==> src/rtl/mux_select_arbiter_pkg.sv <==
// Shared encodings for the mux_select_arbiter front end: FSM states and
// the mux select values driven on S.
package mux_select_arbiter_pkg;

  typedef enum logic [1:0] {
    IDLE    = 2'd0,
    SERVE_A = 2'd1,
    SERVE_B = 2'd2
  } state_t;

  localparam logic SEL_A = 1'b0;
  localparam logic SEL_B = 1'b1;

endpackage

==> src/rtl/mux_select_arbiter_burst_counter.sv <==
// Saturating burst counter: counts accepted words of the current burst and
// flags when the burst limit has been reached.
module burst_counter #(
  parameter int MAX = 4
) (
  input  logic Clk,
  input  logic Rst,
  input  logic clear,
  input  logic inc,
  output logic atMax
);

  localparam int CW = $clog2(MAX + 1);
  localparam logic [CW-1:0] MAXV = CW'(MAX);
  localparam logic [CW-1:0] ONE  = CW'(1);

  logic [CW-1:0] count;

  assign atMax = (count == MAXV);

  // A clear that coincides with an accepted word starts the new burst at one,
  // so the word granted on a switch cycle counts toward the new source's burst.
  always_ff @(posedge Clk or posedge Rst) begin
    if (Rst) begin
      count <= '0;
    end else if (clear) begin
      count <= inc ? ONE : '0;
    end else if (inc && !atMax) begin
      count <= count + ONE;
    end
  end

endmodule

==> src/rtl/mux_select_arbiter.sv <==
// Round-robin arbiter for two valid/ready sources with bounded bursts; drives
// the mux select and registers the winning word into a one-entry output slot.
module mux_select_arbiter
  import mux_select_arbiter_pkg::*;
#(
  parameter int WIDTH = 8,
  parameter int BURST = 4
) (
  input  logic             Clk,
  input  logic             Rst,
  input  logic             ValidA,
  input  logic [WIDTH-1:0] DataA,
  output logic             ReadyA,
  input  logic             ValidB,
  input  logic [WIDTH-1:0] DataB,
  output logic             ReadyB,
  output logic             S,
  output logic             OutValid,
  output logic [WIDTH-1:0] OutData,
  input  logic             OutReady
);

  state_t state;
  state_t nextState;
  logic   granted;
  logic   slotFree;
  logic   grantA;
  logic   grantB;
  logic   cntClear;
  logic   atMax;

  assign slotFree = !OutValid || OutReady;

  // Candidate grant for this cycle; it only takes effect when the slot is free.
  // In IDLE a tie goes to A until the first grant, then to the source not last granted.
  always_comb begin
    grantA    = 1'b0;
    grantB    = 1'b0;
    cntClear  = 1'b0;
    nextState = state;
    case (state)
      IDLE: begin
        cntClear = 1'b1;
        if (ValidA && ValidB) begin
          if (!granted || S == SEL_B) grantA = 1'b1;
          else                        grantB = 1'b1;
        end else begin
          grantA = ValidA;
          grantB = ValidB;
        end
      end
      SERVE_A: begin
        if (ValidB && (!ValidA || atMax)) begin
          grantB   = 1'b1;
          cntClear = 1'b1;
        end else begin
          grantA = ValidA;
        end
      end
      SERVE_B: begin
        if (ValidA && (!ValidB || atMax)) begin
          grantA   = 1'b1;
          cntClear = 1'b1;
        end else begin
          grantB = ValidB;
        end
      end
      default: cntClear = 1'b1;
    endcase
    if (grantA)      nextState = SERVE_A;
    else if (grantB) nextState = SERVE_B;
    else begin
      nextState = IDLE;
      cntClear  = 1'b1;
    end
  end

  assign ReadyA = grantA && slotFree && !Rst;
  assign ReadyB = grantB && slotFree && !Rst;

  burst_counter #(
    .MAX(BURST)
  ) u_burst (
    .Clk  (Clk),
    .Rst  (Rst),
    .clear(cntClear && slotFree),
    .inc  ((grantA || grantB) && slotFree),
    .atMax(atMax)
  );

  // With a full, stalled slot everything freezes; otherwise the slot drains
  // and, if a word was accepted, refills in the same cycle.
  always_ff @(posedge Clk or posedge Rst) begin
    if (Rst) begin
      state    <= IDLE;
      S        <= SEL_A;
      OutValid <= 1'b0;
      OutData  <= '0;
      granted  <= 1'b0;
    end else if (slotFree) begin
      state <= nextState;
      if (grantA || grantB) begin
        OutValid <= 1'b1;
        OutData  <= grantB ? DataB : DataA;
        S        <= grantB ? SEL_B : SEL_A;
        granted  <= 1'b1;
      end else begin
        OutValid <= 1'b0;
      end
    end
  end

endmodule

==> config.mk <==
export PLATFORM = sky130hd
export DESIGN_NAME = mux_select_arbiter
export DESIGN_NICKNAME = d
export VERILOG_FILES = /design/src/rtl/mux_select_arbiter_pkg.sv /design/src/rtl/mux_select_arbiter_burst_counter.sv /design/src/rtl/mux_select_arbiter.sv
export SDC_FILE = /design/constraint.sdc
export NUM_CORES = 1
export LEC_CHECK = 0
export ABC_AREA = 0
export ABC_CLOCK_PERIOD_IN_PS = 2600
export CORE_MARGIN = 2
export CORE_UTILIZATION = 27
export DETAILED_ROUTE_END_ITERATION = 8
export GPL_TIMING_DRIVEN = 0
export PLACE_DENSITY = 0.52
export SLEW_MARGIN = 40
export SYNTH_ARGS = -nofsm -noshare
export SYNTH_HDL_FRONTEND = slang
export SYNTH_SLANG_ARGS = --single-unit
==> constraint.sdc <==
create_clock -name Clk -period 2.6 [get_ports Clk]
set_clock_uncertainty 0.1 [all_clocks]
set_input_delay 0.52 -clock Clk [delete_from_list [all_inputs] [get_ports Clk]]
set_output_delay 0.52 -clock Clk [all_outputs]
set_load 0.01 [all_outputs]
==> results of run 1 <==
Yosys cell counts, drive strengths merged:
cell / count
o21a: 1
o31ai: 1
o21ai: 7
a21oi: 5
a211oi: 1
nor2: 4
nand2: 8
and2: 1
a31oi: 1
a21boi: 1
a31o: 1
ha: 6
a21o: 1
inv: 9
o211ai: 1
nor2b: 2
buf: 1
clkbuf: 1
or3b: 1
and4b: 1
o32ai: 2
o22ai: 2
mux2: 17
nor3: 3
or2: 1
nand2b: 1
o211a: 1
nand3: 2
dfrtp: 16
sequential cells by signal (all words and copies together) (netlist names):
register       flops
OutData            8
u_burst.count      3
OutValid           1
granted            1
S                  1
state              2
logic make-up (layout without fill, tap and decap cells):
logic type,after synthesis,in the layout
AO/OA/AOI/OAI,25,25
AND/OR/NAND/NOR,24,24
multiplexers,17,17
flip-flops,16,16
buffers and inverters,11,50
adder cells (fa/ha/maj),6,6
area by class of cell:
| class | count | area, um2 |
|---|---|---|
| fill | 370 | 2360 |
| timing repair buffer | 35 | 334 |
| inverter | 9 | 33.8 |
| buffer | 2 | 15.0 |
| sequential | 16 | 400 |
| tap | 50 | 62.6 |
| multi-input combinational | 72 | 683 |
| clock buffer | 4 | 55.1 |
critical path, stage by stage (launching register included):
cell and delay [ps]:
dfrtp_1 400, inv_1 120, ha_4 170, nand3_1 80, a21oi_1 280, o21ai_2 120, nand2_1 100, nor2_1 40
dlygate4sd2_1 270
how the worst max path moves through the flow:
stage / cells past startpoint / startpoint / to
2_1_floorplan: 8 / u_burst.count[0] / OutData[0]
3_3_place_gp: 7 / ValidB / ReadyA
3_5_place_dp: 7 / ValidB / ReadyA
4_1_cts: 8 / state[0] / ReadyA
5_1_grt: 8 / u_burst.count[1] / ReadyB
6_report: 8 / u_burst.count[1] / ReadyB
power groups by stage:
stage	registers (mW)	logic [mW]	clock network, mW
6_report	0.441	1.05	0.216
3_5_place_dp	0.437	1.00	0
5_1_grt	0.456	1.15	0.234
4_1_cts	0.444	1.04	0.223
2_1_floorplan	0.467	0.640	0
3_3_place_gp	0.437	0.988	0
metal layers:
layer	vias up	part of all wire	global-route usage
met5	-	0	0
met4	0	0.0086	0.0408
met3	2	0.063	0.0233
met1	397	0.44	0.133
met2	29	0.49	0.184
li1	429	-	-
stage by stage:
step | hold slack [ps] | utilization | worst slack, ps
after floorplan | 331 | - | 457
final | 369 | 0.402 | 144
after CTS | 373 | 0.396 | 19.2
after detailed placement | 358 | 0.374 | -446
after global placement | 351 | 0.374 | -417
after global routing | 382 | 0.402 | 11.4
what timing repair did:
item | in CTS | in global routing
endpoints found under the hold margin | 0 | 0
pin swaps | 1 | 1
setup endpoints to repair | 2 | 2
resized for setup | 12 | 4
buffers inserted | 1 | 2
cloned | 0 | 0
==> results.cfg, run 1 <==
[cts]
cts_buffers = 3
insertion_delay_ps = 240
cts_tree = yes
htreeDepth = 1
clock_path_buffers = 2
clk_pin_slew_ps = 60
ctsHoldBuffers = 0
numClockSinks = 16
cts-root-buf = clkbuf_8

[setup_path]
crit_fanout = 6
r2r-start = state[1]
critPathRequiredTime_ps = 1980
critPathArrivalTime_ps = 1840
r2r_end = OutData[1]
critPathKind = register to primary output
startpoint_type = register
reg2regPathDepth = 8
r2r_setup_slack_ps = 220
crit_path_end_kind = primary output

[finish]
fin_cells = 188
postLayoutCellArea_um2 = 1580
nets = 166
layout_commonest_cell = clkdlybuf4s50_1
drive_gt1_frac = 0.304
antennaDiodeCount = 0
final_cell_mix = clkdlybuf4s50_1 (28), dfrtp_1 (16), mux2_4 (16), nand2_1 (8), inv_1 (7)
area.growth.synth_to_final_pct = 45.0

[timing]
post-route-period-util = 0.944
setup_tns_ps = 0
finalHoldViolCount = 0
relSlewSlack = 0.601
grt_setup_unrepaired = false
timing.fmax_mhz = 407
worstMarginPinSlew_ps = 598
setup_viol = 0
min_period_ps = 2460
finalMaxSlewViolations = 0

[logic_synthesis]
yosysUniqueCellTypes = 31
synth_area_leaders = dfrtp_1 (37%), mux2_4 (22%), ha_1 (6.9%)
synth_area_per_cell_um2 = 11.0
syn-instance-count = 99
yosysTopAreaCell = dfrtp_1
synth_fa_ha_area_frac = 0.0687
synth_compound_area_frac = 0.178
yosys.area_share.simple = 0.112
synth_mux_area_frac = 0.230
synth-seq-area-share = 0.367
synth_nets = 126
syn-cell-area_um2 = 1090
synth_seq_cells = 16
synth_top_family_by_area = multiplexers
yosysTopAreaCellShare = 0.367
yosys_warnings = 0
synth_xor_area_frac = 0

[power_and_ir_drop]
swShare = 0.357
p_sw_mw = 0.610
p_clk_frac = 0.127
power_leakage_nw = 0.693
p_comb_frac = 0.615
power_mw = 1.71
vdd_ir_drop_max_mv = 0.502
power_density_nw_per_um2 = 1080
power_frac_seq = 0.258
internal-power_mw = 1.10

[floorplan]
die_h_um = 67.6
start_util = 0.277
fp-row-count = 23
io_pins = 33
core_area_um2 = 3940
fp.dieArea_um2 = 4570
die_w_um = 67.6

[placement]
portBuffers = 32
dp_cells = 181
dpl-instance-area_um2 = 1480
routabilityCongestion = 0.771
dp_hpwl_mm = 1.86

[global_routing]
antenna_found_initial = 0
overflow = 0
grt_pass1_vias = 875
grt_max_degree = 17
track_usage = 0.108
grt_pass1_wl_mm = 3.84

[route]
drt_wl_total_mm = 2.33
drt_iter0_markers = 15
drc = 0
drtAntennaViolNets = 0
firstDrtPassIters = 4
routedWlPerCell_um = 12.4
viasPerCell = 4.56
vias = 857

[worst_hold_path]
worstHoldStart = granted
hold_depth = 1
holdPathEnd = granted
hold_path_class = register to register

[flow_run]
maxCapViolations = 0

[run_status]
outcome = complete, no violations
No activity file was read; power rests on OpenSTA's default activity.
==> run 2: changes to the inputs <==
--- a/config.mk
+++ b/config.mk
@@ -7,11 +7,13 @@
 export LEC_CHECK = 0
 export ABC_AREA = 0
 export ABC_CLOCK_PERIOD_IN_PS = 2600
+export CELL_PAD_IN_SITES_DETAIL_PLACEMENT = 2
+export CELL_PAD_IN_SITES_GLOBAL_PLACEMENT = 2
 export CORE_MARGIN = 2
 export CORE_UTILIZATION = 27
 export DETAILED_ROUTE_END_ITERATION = 8
 export GPL_TIMING_DRIVEN = 0
-export PLACE_DENSITY = 0.52
+export PLACE_DENSITY = 0.76
 export SLEW_MARGIN = 40
 export SYNTH_ARGS = -nofsm -noshare
 export SYNTH_HDL_FRONTEND = slang
==> results.cfg, run 2 (same netlist as run 1, synthesis figures left out) <==
[finish]
multiInputGateArea_um2 = 697
antennaDiodeCount = 0
layout_commonest_cell = clkdlybuf4s50_1
area.growth.synth_to_final_pct = 46.6
top_regs = OutData x8, u_burst.count x3, state x2
regArea_um2 = 400
largest_reg_flops = 8
fin_cells = 189
fin_util = 0.406
regMostFlops = OutData
fill_cells = 412
final_cell_mix = clkdlybuf4s50_1 (28), dfrtp_1 (16), mux2_4 (16), nand2_1 (8)
nets = 167
postLayoutCellArea_um2 = 1600
drive_gt1_frac = 0.331

[timing]
worstMarginPinSlew_ps = 632
finalMaxSlewViolations = 0
setup_tns_ps = 0
timing.fmax_mhz = 410
post-route-period-util = 0.938
min_period_ps = 2440
finalHoldViolCount = 0
postLayoutSetupSlackWorst_ps = 160
relSlewSlack = 0.578
grt_setup_unrepaired = false
setup_viol = 0
hold_slack_ps = 363

[floorplan]
fp-row-count = 23
fp.dieArea_um2 = 4570
die_h_um = 67.6
start_util = 0.277
core_area_um2 = 3940
io_pins = 33
die_w_um = 67.6

[cts]
htreeDepth = 1
clock_path_buffers = 2
numClockSinks = 16
cts-root-buf = clkbuf_8
cts_tree = yes
clk_pin_slew_ps = 60
insertion_delay_ps = 260
ctsHoldBuffers = 0
cts_buffers = 3

[setup_path]
critPathKind = register to primary output
slowest_stage = dfrtp_1
critPathArrivalTime_ps = 1820
critPathTopFamily = flip-flops
max_stage_delay_ps = 390
critPathRequiredTime_ps = 1980
path_buf_inv = 2
cp_cell_sequence = inv_2, ha_4, and4b_1, a211oi_2, a31o_2, nand2_1, nor2_1, buf_2
crit_path_end_kind = primary output
startpoint_type = register
crit_fanout = 6

[global_routing]
overflow = 0
antenna_found_initial = 0
grt_pass1_vias = 1082
grt_max_degree = 17
grt_pass1_wl_mm = 5.06
track_usage = 0.150

[power_and_ir_drop]
power_density_nw_per_um2 = 1120
power_leakage_nw = 0.698
vdd_ir_drop_max_mv = 0.443
power_mw = 1.79

[route]
vias = 922
drt_wl_total_mm = 3.01
drc = 0
firstDrtPassIters = 2
drtAntennaViolNets = 0
viasPerCell = 4.88
routedWlPerCell_um = 15.9
drt_iter0_markers = 19

[placement]
dp_cells = 181
routabilityCongestion = 0.737
dp_hpwl_mm = 2.42
portBuffers = 32
dpl-instance-area_um2 = 1480
pre_cts_ws_ps = -503

[flow_run]
maxCapViolations = 0

[run_status]
outcome = complete, no violations

[worst_hold_path]
hold_path_class = register to register
==> run 2: final cells by class <==
type	instances	area share
multi-input combinational	72	0.435
sequential	16	0.250
buffer	2	0.00937
tap	50	0.0391
timing repair buffer	36	0.211
inverter	9	0.0211
clock buffer	4	0.0344
==> run 2: power breakdown <==
part	internal (mW)	switching, mW
Sequential	0.363	0.0852
Clock	0.135	0.0886
Combinational	0.623	0.492
Total	1.12	0.666
==> run 2: worst paths after layout <==
check	startpoint	to	slack, ps	cells past startpoint
max	state[0]	ReadyA	160	8
min	granted	granted	360	1
max reg2reg	state[0]	OutData[3]	240	8
min reg2reg	granted	granted	360	1
max in group asynchronous	Rst	u_burst.count[2]	1360	2
min in group asynchronous	Rst	OutData[7]	640	2
==> run 2: what timing repair did <==
action / 4_1_cts / 5_1_grt
endpoints found under the setup margin: 2 / 2
gates cloned: 0 / 0
gates resized for setup: 13 / 9
buffers inserted: 3 / 1
pin swaps: 1 / 2
==> run 2: worst register-to-register path, cell delays in order (launching register included) <==
cell and delay, ps:
dfrtp_1 390, buf_4 150, ha_4 170, o21ai_0 220, a211oi_2 90, buf_4 140, a31oi_1 420, a21oi_4 220
mux2_4 340
==> run 2: routing by layer <==
metal  vias up  global-route usage  routed length (um)
met3         5              0.0367                 192
met2        29               0.284                1630
met4         0              0.0612                  43
li1        436                   -                   -
met5         -                   0                   0
met1       452               0.156                1140
